File: src/rtl/inst_display_scheduler.sv
// Purpose : fixed-priority owner of the shared 8-character scrolling display bus.
// Latency : grant -> START after 1 edge; generator window -> instruction after 1 edge.
// Backpr. : none; requests are levels, a grant runs whole passes unless preempted.
//
// Ports:
//   sec_clock   scroll tick clock, rising edge
//   rst         asynchronous active-low reset
//   req         level requests, one per message, bit 0 highest priority
//   msg_in      generator windows, slice i = [40*i+39 : 40*i]
//   gen_rst     active-high synchronous resets to the generators
//   instruction registered 40-bit window to the display driver
//   active_id   index of the granted message
//   busy        high in START or SCROLL
//   done        one-cycle pulse when a grant completes or is dropped
module inst_display_scheduler #(
   parameter int N_MSG      = 4,
   parameter int SCROLL_LEN = 29,
   parameter int REPEATS    = 2,
   parameter int PREEMPT    = 1,
   localparam int AW        = (N_MSG > 1) ? $clog2(N_MSG) : 1
) (
   input  logic                 sec_clock,
   input  logic                 rst,
   input  logic [N_MSG-1:0]     req,
   input  logic [40*N_MSG-1:0]  msg_in,
   output logic [N_MSG-1:0]     gen_rst,
   output logic [39:0]          instruction,
   output logic [AW-1:0]        active_id,
   output logic                 busy,
   output logic                 done
);

   localparam int TW = (SCROLL_LEN > 1) ? $clog2(SCROLL_LEN) : 1;
   localparam int RW = (REPEATS > 0) ? $clog2(REPEATS + 1) : 1;
   localparam logic [TW-1:0] TICK_LAST = TW'(SCROLL_LEN - 1);
   // With REPEATS==0 the pass counter is never compared against a limit.
   localparam logic [RW-1:0] REP_LAST  = (REPEATS > 0) ? RW'(REPEATS - 1) : '0;

   typedef enum logic [1:0] {
      S_IDLE   = 2'd0,
      S_START  = 2'd1,
      S_SCROLL = 2'd2,
      S_DONE   = 2'd3
   } state_t;

   state_t          state, state_nxt;
   logic [AW-1:0]   id_nxt;
   logic [TW-1:0]   tick_cnt, tick_nxt;
   logic [RW-1:0]   rep_cnt, rep_nxt;
   logic [39:0]     instr_nxt;

   logic [AW-1:0]   win_id;
   logic            win_vld;
   logic [39:0]     cur_win;
   logic            cur_req;
   logic            preempt_hit;
   logic            pass_end;
   logic            last_rep;

   // Fixed-priority winner (lowest index) and the granted generator's window/request.
   always_comb begin
      win_id  = '0;
      win_vld = 1'b0;
      for (int i = N_MSG - 1; i >= 0; i--) begin
         if (req[i]) begin
            win_id  = AW'(i);
            win_vld = 1'b1;
         end
      end
      cur_win = '0;
      cur_req = 1'b0;
      for (int i = 0; i < N_MSG; i++) begin
         if (active_id == AW'(i)) begin
            cur_win = msg_in[40*i +: 40];
            cur_req = req[i];
         end
      end
   end

   assign preempt_hit = (PREEMPT != 0) && win_vld && (win_id < active_id);
   assign pass_end    = (tick_cnt == TICK_LAST);
   assign last_rep    = (REPEATS != 0) && (rep_cnt == REP_LAST);

   // Next-state and datapath decisions.
   always_comb begin
      state_nxt = state;
      id_nxt    = active_id;
      tick_nxt  = tick_cnt;
      rep_nxt   = rep_cnt;
      instr_nxt = instruction;
      case (state)
         S_IDLE: begin
            instr_nxt = '0;
            if (win_vld) begin
               state_nxt = S_START;
               id_nxt    = win_id;
               tick_nxt  = '0;
               rep_nxt   = '0;
            end
         end
         S_START: begin
            // Display keeps its previous window until the new owner scrolls.
            state_nxt = S_SCROLL;
            tick_nxt  = '0;
            rep_nxt   = '0;
         end
         S_SCROLL: begin
            if (preempt_hit) begin
               // Preemption beats a coincident pass boundary; no done pulse.
               state_nxt = S_START;
               id_nxt    = win_id;
               tick_nxt  = '0;
               rep_nxt   = '0;
            end else begin
               instr_nxt = cur_win;
               if (pass_end) begin
                  tick_nxt = '0;
                  // A dropped request is only honoured at a pass boundary.
                  if (!cur_req || last_rep) begin
                     state_nxt = S_DONE;
                     instr_nxt = '0;
                  end else begin
                     rep_nxt = rep_cnt + 1'b1;
                  end
               end else begin
                  tick_nxt = tick_cnt + 1'b1;
               end
            end
         end
         S_DONE: begin
            state_nxt = S_IDLE;
            instr_nxt = '0;
         end
         default: begin
            state_nxt = S_IDLE;
            instr_nxt = '0;
            tick_nxt  = '0;
            rep_nxt   = '0;
         end
      endcase
   end

   always_ff @(posedge sec_clock or negedge rst) begin
      if (!rst) begin
         state       <= S_IDLE;
         active_id   <= '0;
         tick_cnt    <= '0;
         rep_cnt     <= '0;
         instruction <= '0;
      end else begin
         state       <= state_nxt;
         active_id   <= id_nxt;
         tick_cnt    <= tick_nxt;
         rep_cnt     <= rep_nxt;
         instruction <= instr_nxt;
      end
   end

   // Moore outputs decoded from registered state; reset values follow IDLE.
   always_comb begin
      busy = (state == S_START) || (state == S_SCROLL);
      done = (state == S_DONE);
      for (int i = 0; i < N_MSG; i++) begin
         gen_rst[i] = !((state == S_SCROLL) && (active_id == AW'(i)));
      end
   end

endmodule

File: config.mk
export PLATFORM = sky130hd
export DESIGN_NAME = inst_display_scheduler
export DESIGN_NICKNAME = d
export VERILOG_FILES = /design/src/rtl/inst_display_scheduler.sv
export SDC_FILE = /design/constraint.sdc
export NUM_CORES = 1
export LEC_CHECK = 0
export ABC_CLOCK_PERIOD_IN_PS = 4100
export BUFFER_PORTS_ARGS = -buffer_cell sky130_fd_sc_hd__buf_2
export CAP_MARGIN = 20
export CORE_MARGIN = 4
export CORE_UTILIZATION = 35
export CTS_CLUSTER_SIZE = 8
export DETAILED_ROUTE_END_ITERATION = 8
export PLACE_DENSITY = 0.66
export SLEW_MARGIN = 30
export SYNTH_ARGS = -nofsm -noshare
export SYNTH_HDL_FRONTEND = slang
export SYNTH_SLANG_ARGS = --single-unit
File: constraint.sdc
create_clock -name sec_clock -period 4.1 [get_ports sec_clock]
set_input_delay 0.615 -clock sec_clock [delete_from_list [all_inputs] [get_ports sec_clock]]
set_output_delay 0.615 -clock sec_clock [all_outputs]
set_load 0.05 [all_outputs]
# Yosys cells after proc, flatten, opt, wreduce, memory -nomap -nowiden
# Cells that the tools add are included.
[totals]
regBits = 51
input_bits = 166
output_inout_bits = 48
word_cells = 82
[op_classes]
add_sub_neg = 2
order_cmp = 1
eq_ne = 14
muxes = 37
reduce_logical = 23
[op_table]
columns = ["cell", "n"]
rows = [
  ["two-way mux 40 bit", 7],
  ["case mux 40 bit (2 select lines)", 1],
  ["two-way mux 2 bit", 14],
  ["two-way mux 5 bit", 3],
  ["case mux 5 bit (3 select lines)", 1],
  ["inequality test 3 bit (second input constant)", 3],
  ["== test 2 bit (second input constant)", 4],
  ["two-way mux 1 bit", 8],
  ["case mux 2 bit (4 select lines)", 1],
  ["== test 2 x 1 -> 1 bit (second input constant)", 3],
  ["inequality test 2 bit (second input constant)", 3],
  ["case mux 2 bit (3 select lines)", 1],
  ["AND reduction 3 bit", 2],
  ["adder 5 x 1 -> 5 bit (second input constant)", 1],
  ["== test 5 bit (second input constant)", 1],
  ["logical AND 1 bit", 5],
  ["zero test 1 bit", 5],
  ["zero test 2 bit", 2],
  ["case mux 2 bit (2 select lines)", 1],
  ["AND reduction 2 bit", 2],
  ["AND reduction 4 bit", 1],
  ["nonzero test 2 bit", 2],
  ["nonzero test 3 bit", 1],
  ["adder 2 x 1 -> 2 bit (second input constant)", 1],
  ["3 further kinds", 4],
]

# Longest topological paths before layout
[logic_depth]
depth_word = 11
mapped_depth = 10
depth_no_buf = 7

# Least setup slack after synthesis
# No wires, ideal clock.
[synth_timing]
path_kind = "reg-to-reg"
startpoint = "register active_id[1]"
endpoint = "register active_id[1]"
setup_time_ns = 0.127
t_arrival_ns = 2.507
required_time_ns = 3.973
setup_slack_ns = 1.466
stages_incl_launch_ff = 10
n_path_buf = 3
synth_period_minus_slack_ns = 2.634
path_cell_list = "dfrtp_1 buf_2 buf_1 inv_1 ha_1 o311a_1 o31a_1 buf_6 nor2_2 mux2_1"
[synth_via]
elab_chain_len = 4
[synth_lines]
columns = ["item", "line_no", "rtl"]
rows = [
  ["from (decl)", "28", "output logic [AW-1:0] active_id,"],
  ["from (signal assigned)", "152", "active_id <= id_nxt;"],
  ["< comparator 2 bit", "80", "assign preempt_hit = (PREEMPT != 0) && win_vld && (win_id < active_id);"],
  ["logical AND 1 bit", "80", ""],
  ["inequality test 2 bit (no line)", "n/a", ""],
  ["AND reduction 3 bit (no line)", "n/a", ""],
]
# No other way between the ends.
# A chain may end at the register's enable or synchronous reset.

# Worst setup path after layout
[layout_timing]
startpoint = "register active_id[0]"
endpoint = "register instruction[0]"
[layout_via]
elab_chain_len = 11
word_cells_on_any_way = 22
classes_between = "1 x order compare; 4 x eq/ne; 12 x mux; 5 x reduce/logical"
[layout_lines]
columns = ["item", "line_no", "rtl"]
rows = [
  ["zero test 2 bit", "73", "if (active_id == AW'(i)) begin"],
  ["two-way mux 1 bit (4 in a row)", "73", ""],
  ["zero test 1 bit", "119", "if (!cur_req || last_rep) begin"],
  ["logical OR 1 bit", "119", ""],
  ["two-way mux 40 bit", "119", ""],
  ["two-way mux 40 bit", "116", "if (pass_end) begin"],
  ["two-way mux 40 bit", "108", "if (preempt_hit) begin"],
  ["case mux 40 bit (2 select lines)", "91", "case (state)"],
  ["to (signal assigned)", "155", "instruction <= instr_nxt;"],
  ["to (decl)", "27", "output logic [39:0] instruction,"],
]
# Several ways; a longest one is shown, not always the timed one. The select of a mux whose other input is x is not followed.

==> metrics.cfg <==
[clock_network]
cts_root_buf = clkbuf_8
clock_sinks = 51
cts_tree = built
clk_pin_slew_ps = 100
postCtsSetupBuffers = 0
cts-hold-fix-buffers = 0
cts_resized = 0
clock_latency_ps = 310
clockBufferDepth = 2
cts_made_buffers = 5
htreeDepth = 2

[floorplan]
dieHeight_um = 106
die_w_um = 106
pin_count = 214
core-area_sq_um = 9240
die_area_sq_um = 11200
initial_utilization_pct = 36.1
num_rows = 35

[routing]
routed_wl_um = 9610
num_vias = 3007
vias_per_cell = 5.04
dr.pass1.iters = 4
ant_nets = 0
detail_route.wl_per_cell_um = 16.1
drt_iter0_drc = 96
drc = 0

[sta]
finalCritPeriodShare_pct = 62.7
skew_ps = 15.5
timing.slew.headroom_pct = 48.4
rsz0062_at_grt = no
finalSetupViolCount = 0
drv_slew = 0
fmax_ghz = 0.389
fin_crit_ps = 2570
finalSetupTns_ps = 0
final_hold_viol_count = 0
worst_slew_pin_slew_ps = 773

[yosys]
syn-mean-instance-area_sq_um = 12.6
syn_area_sq_um = 3330
synth_edf_count = 0
synthFlopType = dfrtp_1
synth_seq_cells = 51
syn_nets = 438
ys_seq_area_share_pct = 38.3
synthDistinctLibCells = 40
ys_warn_count = 0
synth_async_sr_flop_share_pct = 100
syn_inst = 265

[setup_path]
worstSetupEndpointType = flop
cp.arrival_ps = 2790
critPathBufInv = 1
worstSetupStartpointType = flop
crit_required_ps = 4320
crit_family = flip-flops
crit_fanout = 40
crit_type = reg2reg
slowest_delay_ps = 880
path_cells = inv_1 -> o311a_1 -> nor3_1 -> mux2_2 -> o2bb2ai_1
crit_slowest_cell = dfrtp_2

[run]
maxCapViolCount = 0

[global_route]
grt_max_degree = 52
grt_pass1_wl_um = 15300
antenna_found_initial = 0
gr-total-overflow = 0
grt_pass1_vias = 3192
track_usage_pct = 16.7

[final_layout]
syn_to_final_growth_pct = 37.3
final_util_pct = 49.5
finalNetCount = 640
drive_above_1_share_pct = 58.8
antenna_cells = 0
fillers = 864

[power_and_ir_drop]
total_power_mw = 3.05
p_leak_nw = 2.33
power_density_nw_per_um2 = 666
peakVddDrop_mv = 0.585

[outcome]
outcome = finished clean

[placement]
place_congestion = 0.832
io_buffers = 213
hpwl_um = 7620

[hold_path]
worstHoldPathType = in2async

==> layout make-up <==
type | count | area, sq um | area share, %
clock inverters | 2 | 38.8 | 0.847
inverters | 48 | 180 | 3.94
clock buffers | 6 | 82.6 | 1.80
well taps | 129 | 161 | 3.53
repair buffers | 215 | 1080 | 23.7
multi-input cells | 146 | 1750 | 38.3
flip-flops and latches | 51 | 1280 | 27.9
==> sequential cells by signal, summed over array words and instances, names as in the netlist <==
| register | count |
|---|---|
| active_id | 2 |
| instruction | 40 |
| rep_cnt | 2 |
| state | 2 |
| tick_cnt | 5 |
==> cell families after synthesis <==
logic type | after synthesis | synth area share (%)
buf+inv | 68 | 9.16
mux | 45 | 28.7
flops | 51 | 38.3
simple gates | 30 | 5.40
compound gates | 64 | 15.9
fa+ha+maj | 7 | 2.63
==> per-layer routing <==
| layer | vias to the layer above | GRT usage [%] | part of all wire (%) |
|---|---|---|---|
| li1 | 1408 | - | - |
| met1 | 1462 | 20.6 | 40 |
| met2 | 124 | 29.0 | 51 |
| met3 | 13 | 4.72 | 7.9 |
| met4 | 0 | 3.79 | 1.2 |
| met5 | - | 0 | 0 |
==> metrics by stage <==
| step | area, sq um | instances | worst slack (ps) | hold slack (ps) |
|---|---|---|---|---|
| 2_1_floorplan | 3330 | 265 | 1470 | 319 |
| 3_3_place_gp | 4450 | 589 | 1500 | 468 |
| 3_5_place_dp | 4460 | 589 | 1390 | 468 |
| 4_1_cts | 4580 | 597 | 1450 | 353 |
| 5_1_grt | 4580 | 597 | 1220 | 369 |
| 6_report | 4580 | 597 | 1530 | 339 |
==> power by group <==
group | internal [mW] | switching (mW)
Sequential | 0.664 | 0.145
Clock | 0.201 | 0.170
Combinational | 0.639 | 1.23
==> worst paths after layout <==
check                                start               to  slack, ps  cells after the start
min reg2reg                instruction[22]  instruction[22]        490                      1
min in group sec_clock     instruction[22]  instruction[22]        490                      1
max                           active_id[0]   instruction[0]       1530                      5
max reg2reg                   active_id[0]   instruction[0]       1530                      5
min                                    rst  instruction[19]        340                      1
max in group asynchronous              rst     active_id[1]       3300                      1
==> synthesized netlist by cell type (2+ instances only) <==
cell type / count / area (sq um)
nor2_1: 4 / 15.0
o21ai_0: 4 / 20.0
o2bb2ai_1: 40 / 350
nor2b_1: 3 / 18.8
nand3_1: 7 / 35.0
a21oi_1: 3 / 15.0
o22ai_1: 2 / 12.5
clkbuf_1: 4 / 15.0
nand2_1: 6 / 22.5
buf_2: 10 / 50.1
dfrtp_1: 51 / 1280
nor3_1: 2 / 10.0
inv_1: 48 / 180
o31ai_1: 3 / 22.5
mux2_2: 3 / 33.8
buf_6: 5 / 56.3
nand4_1: 2 / 12.5
mux4_2: 40 / 901
ha_1: 7 / 87.6
==> layout by cell type, fill, tap and decap left out, types with 2 or more instances in the layout <==
cell type	n
a21oi_1	3
buf_2	212
buf_4	3
clkbuf_8	6
dfrtp_1	49
dfrtp_2	2
ha_1	7
inv_1	48
mux2_2	3
mux4_2	40
nand2_1	6
nand3_1	7
nand4_1	2
nor2_1	4
nor2b_1	3
nor3_1	2
o21ai_0	4
o22ai_1	2
o2bb2ai_1	40
o31ai_1	3
No activity file was read; power rests on OpenSTA's default activity.
